**src/rtl/mem_block_reader_if.sv**
```systemverilog
// Bundle of the block-read request/stream, downstream drain, status and debug
// signals of mem_block_reader. The master side is the reader itself; the slave
// side is the multiplier/downstream environment.
//
// Handshakes:
//   - EN_blockRead is a one-cycle request pulse. After it, the multiplier streams
//     words with VALID_memVal/memVal_data. That stream has no backpressure, so
//     every cycle with VALID_memVal=1 carries a word.
//   - out_valid/out_data/out_ready is a strict valid/ready pair. A word transfers
//     on a rising edge where out_valid && out_ready. While out_valid=1 and
//     out_ready=0, out_data does not change.
interface mem_block_reader_if #(
    parameter int DATA_W     = 16,
    parameter int BURST_LEN  = 64,
    parameter int FIFO_DEPTH = 128
);
    localparam int SUM_W = DATA_W + $clog2(BURST_LEN);
    localparam int CNT_W = $clog2(FIFO_DEPTH) + 1;

    logic              EN_fetch;
    logic              EN_blockRead;
    logic              VALID_memVal;
    logic [DATA_W-1:0] memVal_data;
    logic              out_valid;
    logic [DATA_W-1:0] out_data;
    logic              out_ready;
    logic              burst_done;
    logic [SUM_W-1:0]  burst_sum;
    logic              err_overflow;
    logic              err_stray;
    logic [1:0]        dbg_state;
    logic [CNT_W-1:0]  dbg_count;

    modport master (
        input  EN_fetch, VALID_memVal, memVal_data, out_ready,
        output EN_blockRead, out_valid, out_data, burst_done, burst_sum,
               err_overflow, err_stray, dbg_state, dbg_count
    );

    modport slave (
        output EN_fetch, VALID_memVal, memVal_data, out_ready,
        input  EN_blockRead, out_valid, out_data, burst_done, burst_sum,
               err_overflow, err_stray, dbg_state, dbg_count
    );
endinterface

```
**src/rtl/mem_block_reader.sv**
```systemverilog
// Consumer end of the multiplier block-read stream. It issues one burst request
// only when the FIFO can absorb the whole burst, buffers the burst in a
// show-ahead FIFO that drains downstream, keeps a per-burst word sum, and raises
// sticky error flags for dropped or stray words.
module mem_block_reader #(
    parameter int DATA_W     = 16,
    parameter int BURST_LEN  = 64,
    parameter int FIFO_DEPTH = 128
) (
    input  logic               clk,
    input  logic               rst,
    mem_block_reader_if.master bus
);
    localparam int SUM_W  = DATA_W + $clog2(BURST_LEN);
    localparam int CNT_W  = $clog2(FIFO_DEPTH) + 1;
    localparam int AW     = $clog2(FIFO_DEPTH);
    localparam int WCNT_W = $clog2(BURST_LEN) + 1;

    localparam logic [CNT_W-1:0]  DEPTH_C     = CNT_W'(FIFO_DEPTH);
    localparam logic [CNT_W-1:0]  BURST_C     = CNT_W'(BURST_LEN);
    localparam logic [WCNT_W-1:0] LAST_WORD_C = WCNT_W'(BURST_LEN - 1);

    typedef enum logic [1:0] {
        S_IDLE = 2'd0,
        S_REQ  = 2'd1,
        S_RECV = 2'd2,
        S_DONE = 2'd3
    } state_t;

    state_t             state_q, state_d;
    logic [WCNT_W-1:0]  wcnt_q, wcnt_d;
    logic [SUM_W-1:0]   run_sum_q, run_sum_d;
    logic [SUM_W-1:0]   burst_sum_q, burst_sum_d;
    logic               err_overflow_q, err_overflow_d;
    logic               err_stray_q, err_stray_d;
    logic [AW-1:0]      wr_ptr_q, wr_ptr_d;
    logic [AW-1:0]      rd_ptr_q, rd_ptr_d;
    logic [CNT_W-1:0]   count_q, count_d;
    logic [DATA_W-1:0]  mem_q [FIFO_DEPTH];

    logic               push_req;
    logic               do_push;
    logic               pop;
    logic               fifo_full;
    logic               head_valid;
    logic [CNT_W-1:0]   free_slots;

    assign head_valid = (count_q != '0);
    assign fifo_full  = (count_q == DEPTH_C);
    assign free_slots = DEPTH_C - count_q;
    assign pop        = head_valid && bus.out_ready;

    // Burst FSM: request gating, word counting, running sum and error detection.
    always_comb begin
        state_d        = state_q;
        wcnt_d         = wcnt_q;
        run_sum_d      = run_sum_q;
        burst_sum_d    = burst_sum_q;
        err_stray_d    = err_stray_q;
        push_req       = 1'b0;

        case (state_q)
            S_IDLE: begin
                // Only ask for a burst the FIFO is guaranteed to hold in full.
                if (bus.EN_fetch && (free_slots >= BURST_C)) begin
                    state_d = S_REQ;
                end
            end
            S_REQ: begin
                wcnt_d    = '0;
                run_sum_d = '0;
                state_d   = S_RECV;
            end
            S_RECV: begin
                // No timeout: gaps in the stream simply wait here.
                if (bus.VALID_memVal) begin
                    push_req  = 1'b1;
                    run_sum_d = run_sum_q + SUM_W'(bus.memVal_data);
                    wcnt_d    = wcnt_q + WCNT_W'(1);
                    if (wcnt_q == LAST_WORD_C) begin
                        state_d = S_DONE;
                    end
                end
            end
            S_DONE: begin
                burst_sum_d = run_sum_q;
                state_d     = S_IDLE;
            end
            default: begin
                state_d = S_IDLE;
            end
        endcase

        // Any word outside a burst window is ignored but flagged.
        if (bus.VALID_memVal && (state_q != S_RECV)) begin
            err_stray_d = 1'b1;
        end
    end

    // FIFO bookkeeping: a pop frees the slot first, so push+pop is legal when full.
    always_comb begin
        err_overflow_d = err_overflow_q;
        do_push        = push_req && (!fifo_full || pop);
        if (push_req && fifo_full && !pop) begin
            err_overflow_d = 1'b1;
        end

        wr_ptr_d = do_push ? (wr_ptr_q + AW'(1)) : wr_ptr_q;
        rd_ptr_d = pop     ? (rd_ptr_q + AW'(1)) : rd_ptr_q;

        case ({do_push, pop})
            2'b10:   count_d = count_q + CNT_W'(1);
            2'b01:   count_d = count_q - CNT_W'(1);
            default: count_d = count_q;
        endcase
    end

    // State, counters, sums, pointers and sticky flags; reset overrides everything.
    always_ff @(posedge clk) begin
        if (rst) begin
            state_q        <= S_IDLE;
            wcnt_q         <= '0;
            run_sum_q      <= '0;
            burst_sum_q    <= '0;
            err_overflow_q <= 1'b0;
            err_stray_q    <= 1'b0;
            wr_ptr_q       <= '0;
            rd_ptr_q       <= '0;
            count_q        <= '0;
        end else begin
            state_q        <= state_d;
            wcnt_q         <= wcnt_d;
            run_sum_q      <= run_sum_d;
            burst_sum_q    <= burst_sum_d;
            err_overflow_q <= err_overflow_d;
            err_stray_q    <= err_stray_d;
            wr_ptr_q       <= wr_ptr_d;
            rd_ptr_q       <= rd_ptr_d;
            count_q        <= count_d;
        end
    end

    // FIFO storage; contents need no reset because count gates visibility.
    always_ff @(posedge clk) begin
        if (!rst && do_push) begin
            mem_q[wr_ptr_q] <= bus.memVal_data;
        end
    end

    assign bus.EN_blockRead = (state_q == S_REQ);
    assign bus.burst_done   = (state_q == S_DONE);
    assign bus.burst_sum    = burst_sum_q;
    assign bus.out_valid    = head_valid;
    assign bus.out_data     = head_valid ? mem_q[rd_ptr_q] : '0;
    assign bus.err_overflow = err_overflow_q;
    assign bus.err_stray    = err_stray_q;
    assign bus.dbg_state    = state_q;
    assign bus.dbg_count    = count_q;
endmodule

```
**src/flat_wrapper.sv**
```systemverilog
// flat-port wrapper written by rule: the top's interface ports become plain ports
module mem_block_reader_flat 
#(
    parameter int DATA_W     = 16,
    parameter int BURST_LEN  = 64,
    parameter int FIFO_DEPTH = 128
)
  (clk, rst, bus_EN_fetch, bus_VALID_memVal, bus_memVal_data, bus_out_ready, bus_EN_blockRead, bus_out_valid, bus_out_data, bus_burst_done, bus_burst_sum, bus_err_overflow, bus_err_stray, bus_dbg_state, bus_dbg_count);
  mem_block_reader_if #(.DATA_W(DATA_W), .BURST_LEN(BURST_LEN), .FIFO_DEPTH(FIFO_DEPTH)) bus_i ();
  input  logic clk;
  input  logic rst;
  input wire logic [$bits(bus_i.EN_fetch)-1:0] bus_EN_fetch;
  input wire logic [$bits(bus_i.VALID_memVal)-1:0] bus_VALID_memVal;
  input wire logic [$bits(bus_i.memVal_data)-1:0] bus_memVal_data;
  input wire logic [$bits(bus_i.out_ready)-1:0] bus_out_ready;
  output wire logic [$bits(bus_i.EN_blockRead)-1:0] bus_EN_blockRead;
  output wire logic [$bits(bus_i.out_valid)-1:0] bus_out_valid;
  output wire logic [$bits(bus_i.out_data)-1:0] bus_out_data;
  output wire logic [$bits(bus_i.burst_done)-1:0] bus_burst_done;
  output wire logic [$bits(bus_i.burst_sum)-1:0] bus_burst_sum;
  output wire logic [$bits(bus_i.err_overflow)-1:0] bus_err_overflow;
  output wire logic [$bits(bus_i.err_stray)-1:0] bus_err_stray;
  output wire logic [$bits(bus_i.dbg_state)-1:0] bus_dbg_state;
  output wire logic [$bits(bus_i.dbg_count)-1:0] bus_dbg_count;
  assign bus_i.EN_fetch = bus_EN_fetch;
  assign bus_i.VALID_memVal = bus_VALID_memVal;
  assign bus_i.memVal_data = bus_memVal_data;
  assign bus_i.out_ready = bus_out_ready;
  assign bus_EN_blockRead = bus_i.EN_blockRead;
  assign bus_out_valid = bus_i.out_valid;
  assign bus_out_data = bus_i.out_data;
  assign bus_burst_done = bus_i.burst_done;
  assign bus_burst_sum = bus_i.burst_sum;
  assign bus_err_overflow = bus_i.err_overflow;
  assign bus_err_stray = bus_i.err_stray;
  assign bus_dbg_state = bus_i.dbg_state;
  assign bus_dbg_count = bus_i.dbg_count;
  mem_block_reader #(.DATA_W(DATA_W), .BURST_LEN(BURST_LEN), .FIFO_DEPTH(FIFO_DEPTH)) u_core (.clk(clk), .rst(rst), .bus(bus_i));
endmodule
```
**config.mk**
```make
export PLATFORM = sky130hd
export DESIGN_NAME = mem_block_reader_flat
export DESIGN_NICKNAME = d
export VERILOG_FILES = /design/src/rtl/mem_block_reader_if.sv /design/src/rtl/mem_block_reader.sv /design/src/flat_wrapper.sv
export SDC_FILE = /design/constraint.sdc
export NUM_CORES = 2
export LEC_CHECK = 0
export ABC_AREA = 0
export ABC_CLOCK_PERIOD_IN_PS = 3500
export BUFFER_PORTS_ARGS = -buffer_cell sky130_fd_sc_hd__buf_2
export CORE_ASPECT_RATIO = 1.1
export CORE_MARGIN = 5
export CORE_UTILIZATION = 45
export CTS_BUF_LIST = sky130_fd_sc_hd__clkbuf_16
export CTS_CLUSTER_SIZE = 25
export DETAILED_ROUTE_END_ITERATION = 6
export RECOVER_POWER = 25
export SKIP_CTS_REPAIR_TIMING = 1
export SYNTH_ARGS = -nofsm -noshare
export SYNTH_HDL_FRONTEND = slang
export SYNTH_SLANG_ARGS = --single-unit
```
**constraint.sdc**
```tcl
create_clock -name clk -period 3.5 [get_ports clk]
set_input_delay 0.175 -clock clk [delete_from_list [all_inputs] [get_ports clk]]
set_output_delay 0.175 -clock clk [all_outputs]
set_load 0.03 [all_outputs]
```
Word-level counts from Yosys, hierarchy flattened
Memories as Yosys holds them, arrays and structs flattened. A register that Yosys moved wholly into a read port is not among the register bits.
Index checks and enable logic that the tools add are counted.
{ "totals": {"register_bits": 77, "ram_bits": 2048, "inputBits": 21, "out_inout_bits": 53, "word_cells": 62, "memories": 1} }
{ "memory_table": {"columns": ["memory", "words", "width", "rd", "rd_clocked_by_memory_dff", "wr", "line", "source"], "rows": [
  ["u_core.mem_q", 128, 16, 1, 1, 1, "mem_block_reader.sv:39", "logic [DATA_W-1:0] mem_q [FIFO_DEPTH];"]
]} }
{ "classes": {"addsub": 7, "magnitude_cmp": 1, "eq_ne": 11, "mux": 16, "n_reduce_logical": 17} }
{ "op_table": {"columns": ["operator", "n"], "rows": [
  ["one-hot mux 22 bit (2 select lines)", 1],
  ["adder 22 x 16 -> 22 bit", 1],
  ["2-to-1 mux 22 bit", 1],
  ["adder 7 x 1 -> 7 bit (second input constant)", 3],
  ["2-to-1 mux 7 bit", 3],
  ["2-to-1 mux 16 bit", 1],
  ["one-hot mux 8 bit (2 select lines)", 1],
  ["one-hot mux 7 bit (2 select lines)", 1],
  ["adder 8 x 1 -> 8 bit (second input constant)", 1],
  ["== test 8 bit (second input constant)", 1],
  ["greater-or-equal comparator 8 x 7 -> 1 bit (second input constant)", 1],
  ["one-hot mux 2 bit (4 select lines)", 1],
  ["nonzero test 8 bit", 1],
  ["subtractor 8 x 1 -> 8 bit (second input constant)", 1],
  ["subtractor 8 bit (first input constant)", 1],
  ["== test 7 x 6 -> 1 bit (second input constant)", 1],
  ["logical AND 1 bit", 7],
  ["== test 2 bit (second input constant)", 3],
  ["2-to-1 mux 2 bit", 3],
  ["== test 2 x 1 -> 1 bit (second input constant)", 2],
  ["2-to-1 mux 1 bit", 4],
  ["!= test 2 x 1 -> 1 bit (second input constant)", 2],
  ["!= test 2 bit (second input constant)", 2],
  ["nonzero test 2 bit", 2],
  ["other kinds (5)", 7]
]} }

Depth between registers and ports, before layout
{ "logic_depth": {"depth_word": 7, "mapped_depth": 12, "depth_no_buf": 10} }

Worst setup path after synthesis
OpenSTA, ideal clock, no wires.
{ "synth_path": {"path_type": "reg2reg", "from": "register u_core.count_q[0], in the netlist u_core.bus.dbg_count[0]", "to": "memory u_core.mem_q[127][0] (enable)", "setup_ns": 0.389, "t_arrival_ns": 2.901, "required_ns": 3.111, "setup_slack_ns": 0.211, "path_stages_with_launch": 9, "path_buffers": 2, "period_less_slack_ns": 3.289, "path_cell_list": "dfxtp_1 -> clkbuf_1 -> nor2_1 -> and3_1 -> a31o_2 -> nor3b_1 -> nand3_1 -> clkbuf_1 -> nor2_1"} }
{ "synth_via": {"elab_chain_cells": 7, "word_cells_on_any_way": 9, "classes_between": "1 x eq/ne; 2 x mux; 6 x reduce/logical"} }
{ "synth_lines": {"columns": ["item", "line", "source"], "rows": [
  ["start: declaration", "mem_block_reader.sv:38", "logic [CNT_W-1:0] count_q, count_d;"],
  ["start signal: assignment", "mem_block_reader.sv:139", "count_q <= count_d;"],
  ["== test 8 bit or nonzero test 8 bit (tied branches)", "mem_block_reader.sv:49, mem_block_reader.sv:48", null],
  ["logical NOT 1 bit or logical AND 1 bit (tied branches)", "mem_block_reader.sv:103, mem_block_reader.sv:51", null],
  ["logical OR 1 bit (*)", "mem_block_reader.sv:103", "do_push = push_req && (!fifo_full || pop);"],
  ["logical AND 1 bit (*)", "mem_block_reader.sv:103", null],
  ["logical AND 1 bit (*)", "mem_block_reader.sv:145", "if (!rst && do_push) begin"],
  ["2-to-1 mux 1 bit (*)", "mem_block_reader.sv:145", null],
  ["2-to-1 mux 1 bit (implied by the code) (*)", "mem_block_reader.sv:146", "mem_q[wr_ptr_q] <= bus.memVal_data;"],
  ["end: declaration", "mem_block_reader.sv:39", null]
]} }
Mark *: on every way between the ends. The rest lies on a longest branch, timed or not.

==> metrics.sh <==
PLACE_HPWL_MM=127
YOSYSTOPAREACELL='edfxtp_1'
FINAL_HOLD_VIOL_COUNT=0
CORE_REGION_AREA_MM2=0.182
TIMING.FINAL.CRIT_SHARE_PCT=116
FRACTION_OF_LAYOUT_CELLS_WITH_A_SIZE_SUFFIX_ABOVE_1_PCT=31.7
LAYOUT_SETUP_WS_PS=-549
SETUP_VIOLATIONS=169
VIAS=40500
CRITPATHLAUNCHTYPE='register'
INSERTION_DELAY_PS=830
MAX_STAGE_DELAY_PS=520
DRT_ITER0_DRC=4463
YOSYS.CELL_TYPES.COUNT=66
TOTALWIRELENGTH_MM=210
HOLD_CLASS='in -> reg'
FINAL_CELLS=6895
PORT-BUFFER-COUNT=73
INITIAL_ANTENNA_VIOLATION_COUNT=11
SETUP-TNS-FINAL_PS=-34270
SYNTH-WARNING-COUNT=0
CRIT_PATH_CELL_TRACE='buf_12, buf_16, clkbuf_16, mux4_2, mux2i_1, o22ai_1, or4_1, or4_4, buf_4, buf_2'
POWER-PER-CELL-AREA_mW_PER_MM2=623
SYNTH.MOST_COMMON_CELL='edfxtp_1'
TIMING.MAX_CAP.VIOLATIONS=15
TIMING.MAX_SLEW.REL_SLACK_PCT=-107
SYNTH.CELLS.MOST_FREQUENT='2048 x edfxtp_1, 543 x mux4_2, 231 x nor2_1'
START_UTIL_PCT=45.3
NUM_ROWS=164
POSTSYNTH.TOPFLOPCELL='edfxtp_1'
WL_PER_CELL_UM=30.4
TRACK_USAGE_PCT=21.5
YS_FF_LATCH=2132
CRITICAL_PATH_CLASS='reg -> out'
VDD_DROP_MAX_V=0.000540
PLACE_INST=6427
SLOWEST_STAGE='or4_1'
GP_CONGESTION=0.844
SYNTH.TOP_CELL.AREA_SHARE_PCT=74.6
SYNTHESIS_TO_LAYOUT_AREA_GROWTH_PCT=17.3
DIE_Y_UM=459
SYN_AREA_PER_CELL_UM2=21.7
CP_NUM_BUF_INV=5
DIEWIDTH_UM=418
NUMBER_OF_CTS_INSERTED_BUFFERS=205
CTS.PATH.MAX_BUFFERS=3
SYNTHESIS.AREA_MM2=0.0824
GRT_PASS1_VIAS=40600
CPLARGESTDELAYFAMILY='simple AND/OR/NAND/NOR gates'
VIAS_PER_CELL=5.87
FAILED_CHECKS='max-capacitance violations, max-slew violations, negative setup slack'
DETAIL_ROUTE.DRC_VIOLATIONS=0
SEQ_AREA_FRAC_SYNTH_PCT=76.7
FINALCLOCKSKEW_PS=34.2
DETAIL-ROUTE-ANTENNA-NETS=0
CRITICAL_PATH_ARRIVAL_PS=3870
EDFF_COUNT_SYNTH=2048
DESIGN.FINAL.NETS=4362
WORSTSETUPENDPOINTTYPE='primary output'
MAX_FREQ_GHz=0.247
BOUNDARYPINS=74
CTS_TREE='done'
SYNTH_TOP_CELLS_BY_AREA='edfxtp_1 75%, mux4_2 15%, dfxtp_1 2.0%'
FIRST_PASS_DETAILED_ROUTE_ITERATION_TOTAL=5
POSTSYNTHCELLCOUNT=3805
TIMING.CRITICAL_PATH.REQUIRED_PS=3320
FILL_CELLS=14100
GRT_FIRST_PASS_WIRELENGTH_MM=297
ASYNC_S_R_FF_SHARE_SYNTH_PCT=0
CP_MAX_FO=13
TOTAL_LEAKAGE_POWER_nW=30.1
CTS.REPORTEDPATHS.CLKPINSLEW_PS=60
WORST_HOLD_SLACK_PS=225
MAXSLEWVIOLCOUNT=889
R2R_SETUP_SLACK_PS=370
GLOBALROUTE.TOTALOVERFLOW=0
RUN_STATUS='complete, but fails checks'
WORST_SLEW_PIN_SLEW_PS=3100
PERIOD_NEEDED_PS=4050
SETUP_REPAIR_AFTER_GLOBAL_ROUTING_MISSED_ITS_MARGIN='true'
GRT_MAX_DEGREE=126
CTS_ROOT_BUFFER='clkbuf_16'
DIE-AREA_MM2=0.192
CTS_MAX_LEVEL=4
CTS_SINKS=2132
MAPPEDNETLISTNETS=3852
-- cells in the final DEF (no fill, tap or decap), types with 6 or more instances in the layout --
| master | count |
|---|---|
| edfxtp_1 | 2048 |
| mux4_2 | 543 |
| buf_4 | 299 |
| clkbuf_16 | 223 |
| nor2_1 | 208 |
| mux2i_1 | 110 |
| dfxtp_1 | 78 |
| inv_1 | 63 |
| clkinv_1 | 59 |
| nand2_1 | 51 |
| buf_2 | 47 |
| o22ai_1 | 41 |
| a22oi_1 | 37 |
| buf_12 | 37 |
| a21oi_1 | 36 |
| a211oi_1 | 35 |
| nand4_1 | 34 |
| clkinv_2 | 34 |
| mux2i_4 | 29 |
| mux2i_2 | 29 |
| clkbuf_1 | 29 |
| nor2b_1 | 26 |
| buf_6 | 26 |
| ha_1 | 25 |
| nand3_1 | 24 |
| nor2_2 | 23 |
| o22ai_2 | 22 |
| dlygate4sd3_1 | 18 |
| xnor2_1 | 17 |
| bufinv_16 | 17 |
| o21ai_0 | 15 |
| nand2b_1 | 13 |
| xor2_1 | 13 |
| buf_16 | 13 |
| buf_8 | 9 |
| a22o_1 | 7 |
| or4_1 | 7 |
| nor4_2 | 6 |
| a21o_1 | 6 |
-- worst reg2reg max path, cell delays in order, from the launching register on --
cell     delay (ps)
dfxtp_1         340
inv_1           130
ha_1            270
nand2_1         120
a31o_2          280
nor3b_1         400
nand2_1         370
buf_4           350
nor2_2          150
buf_4           370
-- sequential cells by signal, summed over array words and instances (netlist names), 2 cells and up, named ones only --
name                  cells
u_core.run_sum_q         22
u_core.wr_ptr_q           7
u_core.bus.burst_sum     22
u_core.bus.dbg_count      8
u_core.bus.dbg_state      2
u_core.mem_q           2048
u_core.wcnt_q             7
u_core.rd_ptr_q           7
-- where the power goes --
part / internal, mW / switching (mW) / total (mW)
logic: 5.13 / 5.44 / 10.6
registers: 28.0 / 0.108 / 28.2
clock network: 12.1 / 9.39 / 21.5
-- final timing paths --
kind,to,start,depth (start not counted)
min,u_core.bus.err_stray,bus_VALID_memVal,4
max reg2reg,u_core.mem_q[125][11],u_core.bus.dbg_state[0],9
max,bus_out_data[3],register,10
min reg2reg,u_core.bus.err_stray,u_core.bus.err_stray,2
-- through the flow --
step                cell area, um^2  power [mW]  worst slack (ps)  util (%)
CTS                           94600        59.4             -1230      52.0
global placement              88100        38.0              -284      48.5
global route                  96600        62.3              -626      53.2
finish                        96600        60.2              -549      53.2
floorplan                     82400        34.7               211         -
detailed placement            88100        38.0              -282      48.5
-- cell families after synthesis --
family / after synthesis / share of synthesized area [%]
flip-flops: 2132 / 76.7
multiplexers: 712 / 16.9
AND/OR/NAND/NOR: 437 / 2.50
AO/OA/AOI/OAI: 245 / 2.00
buffers and inverters: 223 / 1.19
XOR/XNOR: 30 / 0.319
adder cells (fa/ha/maj): 26 / 0.404
-- layout make-up --
type                    count  area [um^2]  area share, %
diodes                      5         12.5         0.0129
clock buffers             210         5260           5.44
clock inverters           165         1260           1.30
inverters                  27          101          0.105
multi-input cells        1450        19100           19.8
flip-flops and latches   2132        63200           65.4
well taps                2407         3010           3.12
repair buffers            499         4670           4.83
-- layer usage --
layer / up-vias / routed length (um) / track usage (%)
li1: 17000 / - / -
met1: 21800 / 86000 / 29.6
met2: 1401 / 105000 / 36.0
met3: 257 / 13300 / 3.73
met4: 2 / 5100 / 5.62
met5: - / 13 / 0
Note: power is estimated with default switching activity, not from simulation.
